### config.mk
export PLATFORM = sky130hd
export DESIGN_NAME = jk_excitation_driver
export DESIGN_NICKNAME = d
export VERILOG_FILES = /design/src/rtl/jk_pkg.sv /design/src/rtl/jk_excite_cell.sv /design/src/rtl/jk_excitation_driver.sv
export SDC_FILE = /design/constraint.sdc
export NUM_CORES = 1
export LEC_CHECK = 0
export ABC_AREA = 1
export CAP_MARGIN = 30
export CORE_MARGIN = 2
export CORE_UTILIZATION = 35
export DETAILED_ROUTE_END_ITERATION = 8
export GPL_TIMING_DRIVEN = 0
export PLACE_DENSITY = 0.61
export SKIP_LAST_GASP = 1
export SYNTH_ARGS = -nofsm -noshare
export SYNTH_HDL_FRONTEND = slang
export SYNTH_HIERARCHICAL = 1
export SYNTH_SLANG_ARGS = --single-unit
### constraint.sdc
create_clock -name clk -period 1.6 [get_ports clk]
set_clock_uncertainty 0.05 [all_clocks]
set_input_delay 0.32 -clock clk [delete_from_list [all_inputs] [get_ports clk]]
set_output_delay 0.32 -clock clk [all_outputs]
set_load 0.02 [all_outputs]
### src/rtl/jk_pkg.sv
// Shared types for the J-K excitation driver: FSM states, {J,K} command
// encoding and the per-bit excitation rule.
package jk_pkg;

  typedef enum logic [1:0] {
    IDLE  = 2'd0,
    DRIVE = 2'd1,
    CHECK = 2'd2
  } state_t;

  // Bit order is {J,K}.
  typedef enum logic [1:0] {
    HOLD   = 2'b00,
    RESET  = 2'b01,
    SET    = 2'b10,
    TOGGLE = 2'b11
  } jk_cmd_t;

  localparam int unsigned ERR_COUNT_MAX = 255;

  // Don't-cares in the excitation table resolve to 0, so holds are always 00.
  function automatic jk_cmd_t excite(input logic q, input logic target,
                                     input logic use_toggle);
    jk_cmd_t cmd;
    if (q == target)
      cmd = HOLD;
    else if (use_toggle)
      cmd = TOGGLE;
    else if (target)
      cmd = SET;
    else
      cmd = RESET;
    return cmd;
  endfunction

endpackage

### src/rtl/jk_excite_cell.sv
// Combinational per-bit excitation: current Q and target Q to J/K.
module jk_excite_cell
  import jk_pkg::*;
(
  input  logic q,
  input  logic target,
  input  logic use_toggle,
  output logic j,
  output logic k
);

  jk_cmd_t cmd;

  always_comb begin
    cmd    = excite(q, target, use_toggle);
    {j, k} = cmd;
  end

endmodule

### src/rtl/jk_excitation_driver.sv
// Drives an external J-K flip-flop bank towards a target word, then compares
// the bank's Q after a settle period and reports done/mismatch.
module jk_excitation_driver
  import jk_pkg::*;
#(
  parameter int unsigned WIDTH         = 4,
  parameter int unsigned SETTLE_CYCLES = 1,
  parameter bit          USE_TOGGLE    = 1'b0
) (
  input  logic             clk,
  input  logic             reset,
  input  logic             tgt_valid,
  output logic             tgt_ready,
  input  logic [WIDTH-1:0] tgt_data,
  input  logic [WIDTH-1:0] q_in,
  output logic [WIDTH-1:0] j_out,
  output logic [WIDTH-1:0] k_out,
  output logic             done,
  output logic             mismatch,
  output logic [7:0]       err_count
);

  localparam logic [3:0] SETTLE_LAST = 4'(SETTLE_CYCLES - 1);

  state_t           state;
  logic [3:0]       settle_cnt;
  logic [WIDTH-1:0] target;
  logic [WIDTH-1:0] j_next;
  logic [WIDTH-1:0] k_next;

  for (genvar i = 0; i < WIDTH; i++) begin : g_cell
    jk_excite_cell u_cell (
      .q         (q_in[i]),
      .target    (tgt_data[i]),
      .use_toggle(USE_TOGGLE),
      .j         (j_next[i]),
      .k         (k_next[i])
    );
  end

  always_ff @(posedge clk or posedge reset) begin
    if (reset) begin
      state      <= IDLE;
      settle_cnt <= '0;
      target     <= '0;
      tgt_ready  <= 1'b1;
      j_out      <= '0;
      k_out      <= '0;
      done       <= 1'b0;
      mismatch   <= 1'b0;
      err_count  <= '0;
    end else begin
      done     <= 1'b0;
      mismatch <= 1'b0;
      case (state)
        IDLE: begin
          if (tgt_valid) begin
            target    <= tgt_data;
            j_out     <= j_next;
            k_out     <= k_next;
            tgt_ready <= 1'b0;
            state     <= DRIVE;
          end
        end
        DRIVE: begin
          j_out      <= '0;
          k_out      <= '0;
          settle_cnt <= '0;
          state      <= CHECK;
        end
        CHECK: begin
          if (settle_cnt == SETTLE_LAST) begin
            done      <= 1'b1;
            mismatch  <= (q_in != target);
            tgt_ready <= 1'b1;
            state     <= IDLE;
            if ((q_in != target) && (err_count != 8'(ERR_COUNT_MAX)))
              err_count <= err_count + 8'd1;
          end else begin
            settle_cnt <= settle_cnt + 4'd1;
          end
        end
        default: begin
          tgt_ready <= 1'b1;
          j_out     <= '0;
          k_out     <= '0;
          state     <= IDLE;
        end
      endcase
    end
  end

endmodule

==> flow_metrics.env, run 1 <==
export IMPL_initial_core_util_pct=36.3
export IMPL_relSlewSlack_pct=61.9
export IMPL_yosysWarnings=6
export IMPL_period_minus_slack_ps=1520
export IMPL_hold_class="input port to asynchronous set/reset pin"
export IMPL_cts_sinks=29
export IMPL_layout_drive_gt1_share_pct=10.2
export IMPL_root_buffer="clkbuf_8"
export IMPL_powerDensity_mw_per_mm2=1070
export IMPL_synthTopCellsByArea="dfrtp_1, nand2_1, inv_1"
export IMPL_cts_tree="yes"
export IMPL_synthDistinctLibCells=24
export IMPL_path_buf_inv=1
export IMPL_p_leak_uw=0.00122
export IMPL_n_fill_cell=438
export IMPL_required_ps=1230
export IMPL_place_inst=295
export IMPL_core_area_mm2=0.00432
export IMPL_wl_per_cell_um=10.6
export IMPL_fp_row_count=24
export IMPL_regArea_um2=727
export IMPL_numCtsBuffers=5
export IMPL_clk_path_buf_depth=2
export IMPL_critPathKind="register to output port"
export IMPL_drt_iter0_markers=71
export IMPL_num_io_pins=30
export IMPL_syn_area_mm2=0.00157
export IMPL_wl_um=3250
export IMPL_grt_usage_pct=14.3
export IMPL_maxCapViolations=0
export IMPL_design_area_mm2=0.00210
export IMPL_r2r_slack_ps=140
export IMPL_finalHoldViolations=0
export IMPL_end_kind="output port"
export IMPL_worstMarginPinSlew_ps=571
export IMPL_vias=1391
export IMPL_yosysSeqAreaShare_pct=46.3
export IMPL_grt_max_degree=19
export IMPL_final_nets=267
export IMPL_ys_seq_elements=29
export IMPL_synth_top_area_share_pct=44.7
export IMPL_cts_max_level=2
export IMPL_fmax_mhz=659
export IMPL_rr_endpoint="err_count[6]$_DFFE_PP0P_"
export IMPL_path_cells="dlygate4sd2_1"
export IMPL_via_per_inst=4.55
export IMPL_crit_slowest_cell="dfrtp_1"
export IMPL_dpl_cell_area_mm2=0.00198
export IMPL_diodes=0
export IMPL_finalNonFillerCells=306
export IMPL_drc=0
export IMPL_clk_pin_slew_ps=60
export IMPL_io_buffers=29
export IMPL_die_h_um=71.0
export IMPL_multi_input_area_um2=787
export IMPL_slew_violations=0
export IMPL_rsz0062_at_grt="false"
export IMPL_cp_arrival_ps=1150
export IMPL_ff2ff_path_depth=7
export IMPL_synth_top_cell_by_area="dfrtp_1"
export IMPL_worstPathMaxFanout=7
export IMPL_first_global_vias=1214
export IMPL_overflow=0
export IMPL_setup_violations=0
export IMPL_postSynthCellCount=206
export IMPL_status="finished, final reports clean"
export IMPL_power_uw=2240
export IMPL_die_w_um=71.0
export IMPL_place_congestion=0.768
export IMPL_hpwl_um=2320
export IMPL_firstDrtPassIters=4
export IMPL_antenna_found_initial=0
export IMPL_critPathMaxStageDelay_ps=490
export IMPL_r2r_start="err_count[0]$_DFFE_PP0P_"
export IMPL_critPathTopFamily="flip-flops"
export IMPL_startpoint_type="register"
export IMPL_ir_worst_vdd_mv=0.469
export IMPL_clk_latency_ps=280
export IMPL_dieArea_mm2=0.00503
export IMPL_hold_slack_ps=351
export IMPL_avgSynthCellArea_um2=7.62
export IMPL_drtAntennaViolNets=0
export IMPL_period_share_pct=94.9
export IMPL_syn_to_final_growth_pct=33.8
export IMPL_grt_pass1_wl_um=5590
-- synth_stat cells --
| cell | count |
|---|---|
| xnor2_1 | 3 |
| buf_2 | 1 |
| nand2_2 | 1 |
| a21boi_1 | 1 |
| nand2_1 | 75 |
| inv_1 | 27 |
| nor3_1 | 1 |
| inv_2 | 2 |
| dfstp_2 | 1 |
| o22ai_1 | 2 |
| xor2_1 | 2 |
| nand3_1 | 5 |
| nor2_1 | 19 |
| o21ai_0 | 16 |
| nand3_2 | 1 |
| dfrtp_1 | 28 |
| nand4_1 | 8 |
| buf_6 | 1 |
| ha_1 | 3 |
| conb_1 | 1 |
| o21ai_1 | 1 |
| nand4_4 | 1 |
| nor2_4 | 3 |
| nand3b_1 | 3 |
-- layout make-up --
cell class	count	share of cell area, %
buffer	2	0.775
clock buffer	6	3.46
clock inverter	2	0.477
inverter	29	5.18
multi-input combinational	155	37.5
sequential	29	34.6
tap	52	3.10
timing repair buffer	31	14.9
-- metrics by stage --
step,TNS (ps),util (%),setup WS (ps)
4_1_cts,0,47.3,4.47
6_report,0,48.6,81.9
5_1_grt,0,48.6,3.75
3_3_place_gp,-8660,45.1,-303
3_5_place_dp,-4550,45.7,-317
2_1_floorplan,0,-,116
-- registers in the layout (all words and copies together) (netlist names) --
register,count
err_count,8
target,4
mismatch,1
k_out,4
done,1
j_out,4
state,2
settle_cnt,4
tgt_ready,1
-- logic make-up (layout without fill, tap and decap cells) --
logic type | after synthesis | after routing | share of synthesized area (%)
xor+xnor | 5 | 5 | 2.79
other cells | 1 | 8 | 0.239
flops | 29 | 29 | 46.3
simple gates | 117 | 119 | 33.6
fa+ha+maj | 3 | 3 | 2.39
buf+inv | 31 | 70 | 7.97
compound gates | 20 | 20 | 6.70
-- worst max path at each step --
stage / startpoint / to / cells after the start
floorplan: err_count[0]$_DFFE_PP0P_ / err_count[6]$_DFFE_PP0P_ / 7
global placement: q_in[2] / err_count[0]$_DFFE_PP0P_ / 9
detailed placement: q_in[2] / err_count[7]$_DFFE_PP0P_ / 9
CTS: k_out[3]$_DFFE_PP0P_ / k_out[3] / 1
global route: err_count[1]$_DFFE_PP0P_ / err_count[0]$_DFFE_PP0P_ / 7
finish: err_count[6]$_DFFE_PP0P_ / err_count[6] / 1
-- cell usage in the layout, fill, tap and decap left out, drive strengths merged --
cell           netlist  layout
clkdlybuf4s50        0      10
dfstp                1       1
o22ai                2       2
dlymetal6s2s         0       3
buf                  2       4
nand2               76      77
nand3                6       6
dlygate4sd2          0      16
ha                   3       3
a21boi               1       1
xor2                 2       2
dfrtp               28      28
nand4                9      10
xnor2                3       3
nor2                22      22
o21ai               17      17
inv                 29      29
nand3b               3       3
nor3                 1       1
clkbuf               0       6
conb                 1       8
clkinv               0       2
-- metal layers --
| layer | global-route usage [%] | share of wire, % |
|---|---|---|
| met5 | 0 | 0 |
| met4 | 6.29 | 1.9 |
| met3 | 3.99 | 3.0 |
| met2 | 22.2 | 45 |
| met1 | 18.6 | 50 |
-- where the power goes --
group          leakage (uW)  switching, uW  total [uW]  internal, uW
clock             0.0000450            269         569           300
combinational      0.000791            418         701           283
sequential         0.000381            109         973           863
-- timing repair --
item                                    in CTS  in global routing
pin swaps                                    0                  3
endpoints found under the setup margin      24                 20
buffers inserted                             0                  1
cloned                                       0                  2
resized for setup                           17                  9
endpoints found under the hold margin        0                  0
hold buffers                                 0                  0
Note: power is estimated with default switching activity, not from simulation.
==> inputs of run 2 (changes only) <==
==> constraint.sdc (replaced) <==
create_clock -name clk -period 1.9 [get_ports clk]
set_clock_uncertainty 0.05 [all_clocks]
set_input_delay 0.38 -clock clk [delete_from_list [all_inputs] [get_ports clk]]
set_output_delay 0.38 -clock clk [all_outputs]
set_load 0.02 [all_outputs]
==> run 2 against run 1 <==
Largest cell class unchanged. Sequential power is 15% lower. Sequential share of layout area rose by 0.65 points. Sequential cell count did not move. Critical path type unchanged. Non-clock buffer count shrank 1. First-iteration DRC count shrank 7.0%. Register-to-register slack better by 200 ps. Combinational power down 15%. Cell count down 0.98%.
==> flow_metrics.env, run 2 (same netlist as run 1, synthesis figures left out) <==
export IMPL_status="finished, final reports clean"
export IMPL_ff2ff_path_depth=3
export IMPL_initial_core_util_pct=36.3
export IMPL_hold_class="input port to asynchronous set/reset pin"
export IMPL_r2r_slack_ps=340
export IMPL_slew_violations=0
export IMPL_finalHoldViolations=0
export IMPL_hpwl_um=2320
export IMPL_p_leak_uw=0.00109
export IMPL_final_cell_mix="nand2_1, clkdlybuf4s50_1, dfrtp_1"
export IMPL_startpoint_type="register"
export IMPL_end_kind="output port"
export IMPL_n_fill_cell=438
export IMPL_final_nets=264
export IMPL_required_ps=1470
export IMPL_via_per_inst=4.48
export IMPL_ir_worst_vdd_mv=0.394
export IMPL_drc=0
export IMPL_period_share_pct=96.5
export IMPL_clk_latency_ps=280
export IMPL_grt_usage_pct=14.2
export IMPL_cts_max_level=2
export IMPL_syn_to_final_growth_pct=31.3
export IMPL_first_global_vias=1209
export IMPL_critPathTopFamily="buffers and inverters"
export IMPL_largest_reg_flops=8
export IMPL_core_area_mm2=0.00432
export IMPL_vias=1356
export IMPL_r2r_start="state[0]$_DFFE_PP0P_"
export IMPL_path_cells="clkdlybuf4s50_1"
export IMPL_setup_violations=0
export IMPL_cp_arrival_ps=1400
export IMPL_wl_um=3110
export IMPL_layout_commonest_cell="nand2_1"
export IMPL_io_buffers=29
export IMPL_worstPathMaxFanout=2
export IMPL_ctsHoldBuffers=0
export IMPL_place_inst=295
export IMPL_clk_path_buf_depth=2
export IMPL_critPathKind="register to output port"
export IMPL_drtAntennaViolNets=0
export IMPL_diodes=0
export IMPL_die_w_um=71.0
export IMPL_power_uw=1900
export IMPL_fp_row_count=24
export IMPL_root_buffer="clkbuf_8"
export IMPL_path_buf_inv=1
export IMPL_firstDrtPassIters=4
export IMPL_fmax_mhz=546
export IMPL_worstMarginPinSlew_ps=862
export IMPL_period_minus_slack_ps=1830
export IMPL_antenna_found_initial=0
export IMPL_cp_depth=1
export IMPL_rsz0062_at_grt="false"
export IMPL_num_io_pins=30
export IMPL_rr_endpoint="k_out[1]$_DFFE_PP0P_"
export IMPL_cts_tree="yes"
export IMPL_wl_per_cell_um=10.3
export IMPL_crit_slowest_cell="clkdlybuf4s50_1"
export IMPL_top_register="err_count"
export IMPL_layout_drive_gt1_share_pct=7.57
export IMPL_post_cts_buffers=0
export IMPL_die_h_um=71.0
export IMPL_maxCapViolations=0
export IMPL_grt_pass1_wl_um=5550
export IMPL_place_congestion=0.768
export IMPL_cts_resized_gates=0
export IMPL_powerDensity_mw_per_mm2=922
export IMPL_tns_ps=0
export IMPL_numCtsBuffers=5
export IMPL_finalNonFillerCells=303
export IMPL_cts_sinks=29
export IMPL_critPathMaxStageDelay_ps=600
export IMPL_overflow=0
export IMPL_grt_max_degree=19
export IMPL_dieArea_mm2=0.00503
export IMPL_relSlewSlack_pct=42.1
export IMPL_clk_pin_slew_ps=60
export IMPL_drt_iter0_markers=66
## run 2: cell types whose count changed in the layout (fill, tap and decap cells not counted), moves of 2 or more
cell	before	now
dlymetal6s2s_1	3	0
dlygate4sd2_1	16	0
clkdlybuf4s50_1	10	29
nor2_1	17	19
## run 2: how the worst max path moves through the flow
stage                             start                  endpoint  slack [ps]
2_1_floorplan  err_count[0]$_DFFE_PP0P_  err_count[6]$_DFFE_PP0P_         420
3_3_place_gp                    q_in[2]  err_count[0]$_DFFE_PP0P_         -60
3_5_place_dp                    q_in[2]  err_count[7]$_DFFE_PP0P_         -80
4_1_cts           tgt_ready$_DFFE_PP1P_                 tgt_ready          50
5_1_grt        err_count[6]$_DFFE_PP0P_              err_count[6]          20
6_report          tgt_ready$_DFFE_PP1P_                 tgt_ready          70
## run 2: final cells by class
class	count	area [um2]	share of cell area, %
multi-input combinational	153	743	36.1
inverter	29	109	5.28
buffer	2	16.3	0.789
sequential	29	727	35.3
timing repair buffer	30	318	15.4
clock buffer	6	72.6	3.52
clock inverter	2	10.0	0.486
tap	52	65.1	3.16
## run 2: per-layer routing
layer / up-vias / wire (um) / share of wire (%) / GRT usage [%]
li1: 724 / - / - / -
met1: 608 / 1530 / 49 / 18.6
met2: 19 / 1430 / 46 / 22.0
met3: 5 / 95 / 3.1 / 3.99
met4: 0 / 58 / 1.9 / 6.29
met5: - / 0 / 0 / 0
## run 2: report_power, final
part	internal, uW	switching, uW	total [uW]
registers	727	95.9	823
clock network	253	226	479
logic	268	329	598
total	1250	651	1900
## run 2: metrics by stage
stage | hold slack (ps) | worst slack (ps) | util [%] | instance area (um2)
after floorplan | 407 | 416 | - | 1600
after global placement | 438 | -63.5 | 45.1 | 1950
after detailed placement | 442 | -76.6 | 45.7 | 1980
final | 410 | 66.8 | 47.7 | 2060
after CTS | 429 | 48.9 | 47.7 | 2060
after global routing | 464 | 17.8 | 47.7 | 2060
## run 2: worst reg2reg max path, delay by kind of cell, from the launching register on
family,cells,cell delay (ps)
compound gates,1,200
flops,1,420
simple gates,2,820
